File: config.mk
export PLATFORM = sky130hd
export DESIGN_NAME = ddr_native_cmd_arbiter
export DESIGN_NICKNAME = d
export VERILOG_FILES = /design/src/rtl/ddr_arb_pkg.sv /design/src/rtl/ddr_wdf_credit_cnt.sv /design/src/rtl/ddr_native_cmd_arbiter.sv
export SDC_FILE = /design/constraint.sdc
export NUM_CORES = 1
export LEC_CHECK = 0
export ABC_AREA = 1
export CAP_MARGIN = 10
export CORE_MARGIN = 4
export CORE_UTILIZATION = 35
export CTS_CLUSTER_SIZE = 40
export DETAILED_ROUTE_END_ITERATION = 10
export PLACE_DENSITY_LB_ADDON = 0.08
export SLEW_MARGIN = 20
export SYNTH_ARGS = -nofsm -noshare
export SYNTH_HDL_FRONTEND = slang
export SYNTH_SLANG_ARGS = --single-unit
File: constraint.sdc
create_clock -name clock -period 2.7 [get_ports clock]
set_input_delay 0.405 -clock clock [delete_from_list [all_inputs] [get_ports clock]]
set_output_delay 0.405 -clock clock [all_outputs]
set_load 0.005 [all_outputs]
File: src/rtl/ddr_arb_pkg.sv
// Shared types and command encodings for the DDR native command arbiter.
package ddr_arb_pkg;

  typedef enum logic [1:0] {
    IDLE     = 2'd0,
    WR_PHASE = 2'd1,
    RD_PHASE = 2'd2
  } arb_state_e;

  localparam logic [2:0] CMD_WR = 3'b000;
  localparam logic [2:0] CMD_RD = 3'b001;

endpackage

File: src/rtl/ddr_wdf_credit_cnt.sv
// Write-data credit counter: +1 per completed write-data burst, -1 per write command
// grant, saturating at all-ones with a sticky overflow flag.
module ddr_wdf_credit_cnt #(
  parameter int CREDIT_WIDTH = 6
) (
  input  logic                    clock,
  input  logic                    rst_n,
  input  logic                    beat_done_i,
  input  logic                    wr_grant_i,
  output logic [CREDIT_WIDTH-1:0] credit_o,
  output logic                    credit_ovf_o
);

  localparam logic [CREDIT_WIDTH-1:0] CREDIT_MAX = '1;
  localparam logic [CREDIT_WIDTH-1:0] CREDIT_ONE = CREDIT_WIDTH'(1);

  logic [CREDIT_WIDTH-1:0] credit_q, credit_d;
  logic                    ovf_q, ovf_d;

  always_comb begin
    credit_d = credit_q;
    ovf_d    = ovf_q;
    if (beat_done_i && !wr_grant_i) begin
      if (credit_q == CREDIT_MAX) ovf_d = 1'b1;
      else                        credit_d = credit_q + CREDIT_ONE;
    end else if (!beat_done_i && wr_grant_i && (credit_q != '0)) begin
      credit_d = credit_q - CREDIT_ONE;
    end
  end

  always_ff @(posedge clock) begin
    if (!rst_n) begin
      credit_q <= '0;
      ovf_q    <= 1'b0;
    end else begin
      credit_q <= credit_d;
      ovf_q    <= ovf_d;
    end
  end

  assign credit_o     = credit_q;
  assign credit_ovf_o = ovf_q;

endmodule

File: src/rtl/ddr_native_cmd_arbiter.sv
// Read/write command arbiter in front of the MIG native app_* command port.
// Optional grant statistics outputs are compiled in with DDR_ARB_STATS_EN.
module ddr_native_cmd_arbiter
  import ddr_arb_pkg::*;
#(
  parameter int ADDR_WIDTH   = 27,
  parameter int MAX_BURST    = 16,
  parameter int CREDIT_WIDTH = 6
) (
  input  logic                  clock,
  input  logic                  rst_n,
  input  logic                  init_calib_complete,
  input  logic                  wr_req_vld,
  input  logic [ADDR_WIDTH-1:0] wr_req_addr,
  output logic                  wr_req_rdy,
  input  logic                  rd_req_vld,
  input  logic [ADDR_WIDTH-1:0] rd_req_addr,
  output logic                  rd_req_rdy,
  input  logic                  wdf_beat_done,
  output logic                  app_en,
  output logic [2:0]            app_cmd,
  output logic [ADDR_WIDTH-1:0] app_addr,
  input  logic                  app_rdy,
`ifdef DDR_ARB_STATS_EN
  output logic [31:0]           wr_grant_cnt,
  output logic [31:0]           rd_grant_cnt,
`endif
  output logic                  credit_ovf
);

  localparam int BW = $clog2(MAX_BURST + 1);
  localparam logic [BW-1:0] BURST_MAX = BW'(MAX_BURST);
  localparam logic [BW-1:0] BURST_ONE = BW'(1);

  arb_state_e              state_q, state_d;
  logic [BW-1:0]           burst_q, burst_d;
  logic                    app_en_q;
  logic [2:0]              app_cmd_q;
  logic [ADDR_WIDTH-1:0]   app_addr_q;
  logic [CREDIT_WIDTH-1:0] credit;
  logic                    slot_free, can_grant, wr_elig, rd_elig, burst_room;
  logic                    grant_wr, grant_rd;

  assign slot_free  = !app_en_q || app_rdy;
  assign can_grant  = rst_n && init_calib_complete && slot_free;
  // A write may borrow the credit arriving in this very cycle.
  assign wr_elig    = wr_req_vld && ((credit != '0) || wdf_beat_done);
  assign rd_elig    = rd_req_vld;
  assign burst_room = burst_q < BURST_MAX;

  always_comb begin
    grant_wr = 1'b0;
    grant_rd = 1'b0;
    state_d  = state_q;
    burst_d  = burst_q;
    if (can_grant) begin
      case (state_q)
        WR_PHASE: begin
          if (wr_elig && burst_room) grant_wr = 1'b1;
          else if (rd_elig)          grant_rd = 1'b1;
          else if (wr_elig)          grant_wr = 1'b1;
        end
        RD_PHASE: begin
          if (rd_elig && burst_room) grant_rd = 1'b1;
          else if (wr_elig)          grant_wr = 1'b1;
          else if (rd_elig)          grant_rd = 1'b1;
        end
        default: begin
          if (rd_elig)      grant_rd = 1'b1;
          else if (wr_elig) grant_wr = 1'b1;
        end
      endcase
    end
    if (grant_wr) begin
      state_d = WR_PHASE;
      burst_d = (state_q == WR_PHASE && burst_room) ? burst_q + BURST_ONE : BURST_ONE;
    end else if (grant_rd) begin
      state_d = RD_PHASE;
      burst_d = (state_q == RD_PHASE && burst_room) ? burst_q + BURST_ONE : BURST_ONE;
    end else if (slot_free && !wr_elig && !rd_elig) begin
      state_d = IDLE;
      burst_d = '0;
    end
  end

  always_ff @(posedge clock) begin
    if (!rst_n) begin
      state_q    <= IDLE;
      burst_q    <= '0;
      app_en_q   <= 1'b0;
      app_cmd_q  <= CMD_WR;
      app_addr_q <= '0;
    end else begin
      state_q <= state_d;
      burst_q <= burst_d;
      if (grant_wr) begin
        app_en_q   <= 1'b1;
        app_cmd_q  <= CMD_WR;
        app_addr_q <= wr_req_addr;
      end else if (grant_rd) begin
        app_en_q   <= 1'b1;
        app_cmd_q  <= CMD_RD;
        app_addr_q <= rd_req_addr;
      end else if (app_rdy) begin
        app_en_q   <= 1'b0;
      end
    end
  end

  ddr_wdf_credit_cnt #(
    .CREDIT_WIDTH (CREDIT_WIDTH)
  ) u_credit (
    .clock        (clock),
    .rst_n        (rst_n),
    .beat_done_i  (wdf_beat_done),
    .wr_grant_i   (grant_wr),
    .credit_o     (credit),
    .credit_ovf_o (credit_ovf)
  );

`ifdef DDR_ARB_STATS_EN
  logic [31:0] wr_cnt_q, rd_cnt_q;

  always_ff @(posedge clock) begin
    if (!rst_n) begin
      wr_cnt_q <= '0;
      rd_cnt_q <= '0;
    end else begin
      if (grant_wr) wr_cnt_q <= wr_cnt_q + 32'd1;
      if (grant_rd) rd_cnt_q <= rd_cnt_q + 32'd1;
    end
  end

  assign wr_grant_cnt = wr_cnt_q;
  assign rd_grant_cnt = rd_cnt_q;
`endif

  assign wr_req_rdy = grant_wr;
  assign rd_req_rdy = grant_rd;
  assign app_en     = app_en_q;
  assign app_cmd    = app_cmd_q;
  assign app_addr   = app_addr_q;

endmodule

==> summary.md <==
| Metric | Value |
|---|---|
| Outcome | `complete, no violations` |
| Placement row count | `29` |
| Root Buffer | `clkbuf_8` |
| Setup violators final | `0` |
| Asr flop ratio synth | `0%` |
| Dpl ws | `-0.1640 ns` |
| DR DRC count | `0` |
| Maximum clock rate | `about 390 MHz` |
| Die area | `8123 um2` |
| First DRT Iteration DRCs | `between 70 and 80` |
| Vias per inst | `roughly 4.8` |
| Fill count | `~620` |
| Dpl cells | `about 480` |
| Min-Delay Path Class | `reg2reg` |
| Minimum clock period | `about 2.5 ns` |
| Vias | `between 2000 and 2500` |
| Max FO, Critical Path | `18` |
| VDD IR max | `between 200 and 250 uV` |
| Hold Vio Cnt, Final | `0` |
| Clock transition at path regs | `around 0.070 ns` |
| Most common cell in the netlist | `nand2_1` |
| Critical Path Source Type | `input port` |
| Syn Area/Cell | `7.792 um2` |
| Synth top area cells | `dfxtp_1 36%, nand2_1 9.2%, a21oi_1 9.1%` |
| Die Height | `around 90 um` |
| Yosys reg bits | `between 40 and 50` |
| Total Routed Length | `6640 um` |
| Routability congestion estimate | `~0.82` |
| Die span in x | `around 90 um` |
| Antenna Nets Post-Route | `0` |
| Number of cells produced by synthesis | `roughly 300` |
| Synth top cells by count | `58 x nand2_1, 43 x a21oi_1, 43 x dfxtp_1` |
| Ant. Diodes | `0` |
| Top-Level Pins | `95` |
| Mapped Area | `about 2400 um2` |
| PostCTS Resize Cnt | `0` |
| DRT Pass-1 Iters | `4` |
| Worst path arrival time | `between 2 and 2.5 ns` |
| Synth top area share | `a little over a third` |
| Setup repair bufs after CTS | `0` |
| Post-route insts no fill | `just under 500` |
| WL per Instance | `13.72 um` |
| Area grow syn2layout | `49.07%` |
| Pwr Density | `approximately 450 nW/um2` |
| Most area-hungry cell type in the Yosys netlist | `dfxtp_1` |
| Deepest clock path buffer count | `2` |
| Initial Util | `36.56%` |
| CTS Sinks | `43` |
| Max-cap violations | `0` |
| First-pass GRT wire length | `roughly 11000 um` |
| Leakage power | `around 1.3 nW` |
| Num CTS Buffers | `5` |
| Largest net degree at the start of global routing | `30` |
| Sequential cell area fraction in the yosys report | `between 30 and 40%` |
| Layout cell share with drive strength beyond 1 | `14.74%` |
| Nets@finish | `roughly 480` |
| CTS tree | `yes` |
| Skew final | `just under 0.006 ns` |
| CP required | `about 2.3 ns` |
| Critical Setup Path Class | `in2out` |
| Tot GR Track Use | `16.35%` |
| Syn. warnings | `0` |
| Core box area | `6459 um2` |
| Post-synth top flop | `dfxtp_1` |
| CTS Hold Buffers Added | `0` |
| DP Wirelength | `a little under 5000 um` |
| PortBufs | `just over 90` |
| Netlist cell types | `36` |
| Antenna violations before repair | `0` |
| Number of global-route vias before repair | `between 2000 and 2500` |
| EDFF count, synth | `0` |
| Clock Latency Late Sink | `0.29 ns` |
| Congestion Overflow GR | `0` |
| Fin crit share | `between 90% and 100%` |
| Setup crit end kind | `output pin` |
| H-tree levels | `2` |
| Post-route setup slack | `approximately 0.16 ns` |
| Max Slew Vio Count | `0` |
[through the flow]
step | hold slack [ns] | TNS, ns | utilization, % | instance area [um2] | total power, mW
finish | 0.4626 | 0 | 54.49 | 3520 | 1.591
global route | 0.4866 | -0.02240 | 54.49 | 3520 | 1.696
CTS | 0.4646 | 0 | 54.18 | 3500 | 1.609
detailed placement | 0.4526 | -0.1640 | 53.06 | 3427 | 1.222
global placement | 0.4512 | -0.09215 | 53.06 | 3427 | 1.220
floorplan | 0.4433 | 0 | - | 2365 | 0.9858
[registers in the layout, summed over array words and instances (netlist names)]
register               count
burst_q                    5
app_en                     1
state_q                    2
u_credit.credit_o          6
app_addr                  27
u_credit.credit_ovf_o      1
app_cmd                    1
[kinds of logic (layout without fill, tap and decap cells)]
logic type	count (synthesis)	after routing	synth area share, %
simple gates	127	127	27.03
compound gates	80	80	21.04
flops	43	43	36.46
buf+inv	40	143	9.274
fa+ha+maj	8	8	4.557
xor+xnor	4	4	1.484
other cells	1	2	0.1588
[critical path, cell delays in order]
cell,delay (ns)
clkdlybuf4s50_1,0.46
nor2_1,0.05
inv_1,0.09
nand3_1,0.10
a21oi_2,0.19
nand2_4,0.06
buf_4,0.19
inv_2,0.07
clkdlybuf4s50_1,0.50
[worst paths after layout]
kind                                                 from                           endpoint  slack [ns]  cells after the start
worst max-delay path                              app_rdy                         wr_req_rdy        0.16                      9
worst min-delay path            app_addr[19]$_SDFFE_PN0P_          app_addr[19]$_SDFFE_PN0P_        0.46                      2
worst max register to register    state_q[0]$_SDFFE_PN0P_  u_credit.credit_o[5]$_SDFFE_PN0P_        0.27                     20
worst min register to register  app_addr[19]$_SDFFE_PN0P_          app_addr[19]$_SDFFE_PN0P_        0.46                      2
[power breakdown]
group          switching [mW]  internal, mW  leakage (nW)
clock                   0.206         0.173        0.0371
combinational           0.222         0.271         0.931
sequential             0.0360         0.683         0.351
[cell usage in the layout, fill, tap and decap left out, types with 2 or more instances in the layout]
cell             count
o211ai_2             3
buf_4               21
nand3_1             15
nand2_1             58
or2_0               11
nor2_1              15
clkdlybuf4s50_1     91
o21ai_0              6
nand4_1              2
nand2_4              3
or2_1                6
conb_1               2
clkbuf_8             5
xor2_1               3
a21oi_1             41
ha_1                 7
inv_1               18
dfxtp_1             42
inv_2                4
o211ai_1            24
nand2_2              2
or2_2               10
nor2_2               2
a21oi_2              3
[per-layer routing]
layer	up-vias	track usage [%]	wire length, um
met5	-	0	0
met4	0	4.974	72
met2	69	28.31	3245
met1	1036	19.81	2899
li1	1218	-	-
met3	7	4.257	423
[cell type report]
| class | instances | area (um2) | area share [%] |
|---|---|---|---|
| flip-flops and latches | 43 | 862.1 | 24.49 |
| clock buffers | 6 | 72.57 | 2.062 |
| well taps | 77 | 96.34 | 2.737 |
| repair buffers | 114 | 1101 | 31.28 |
| inverters | 23 | 86.33 | 2.453 |
| multi-input cells | 221 | 1301 | 36.97 |
Note: power is estimated with default switching activity, not from simulation.
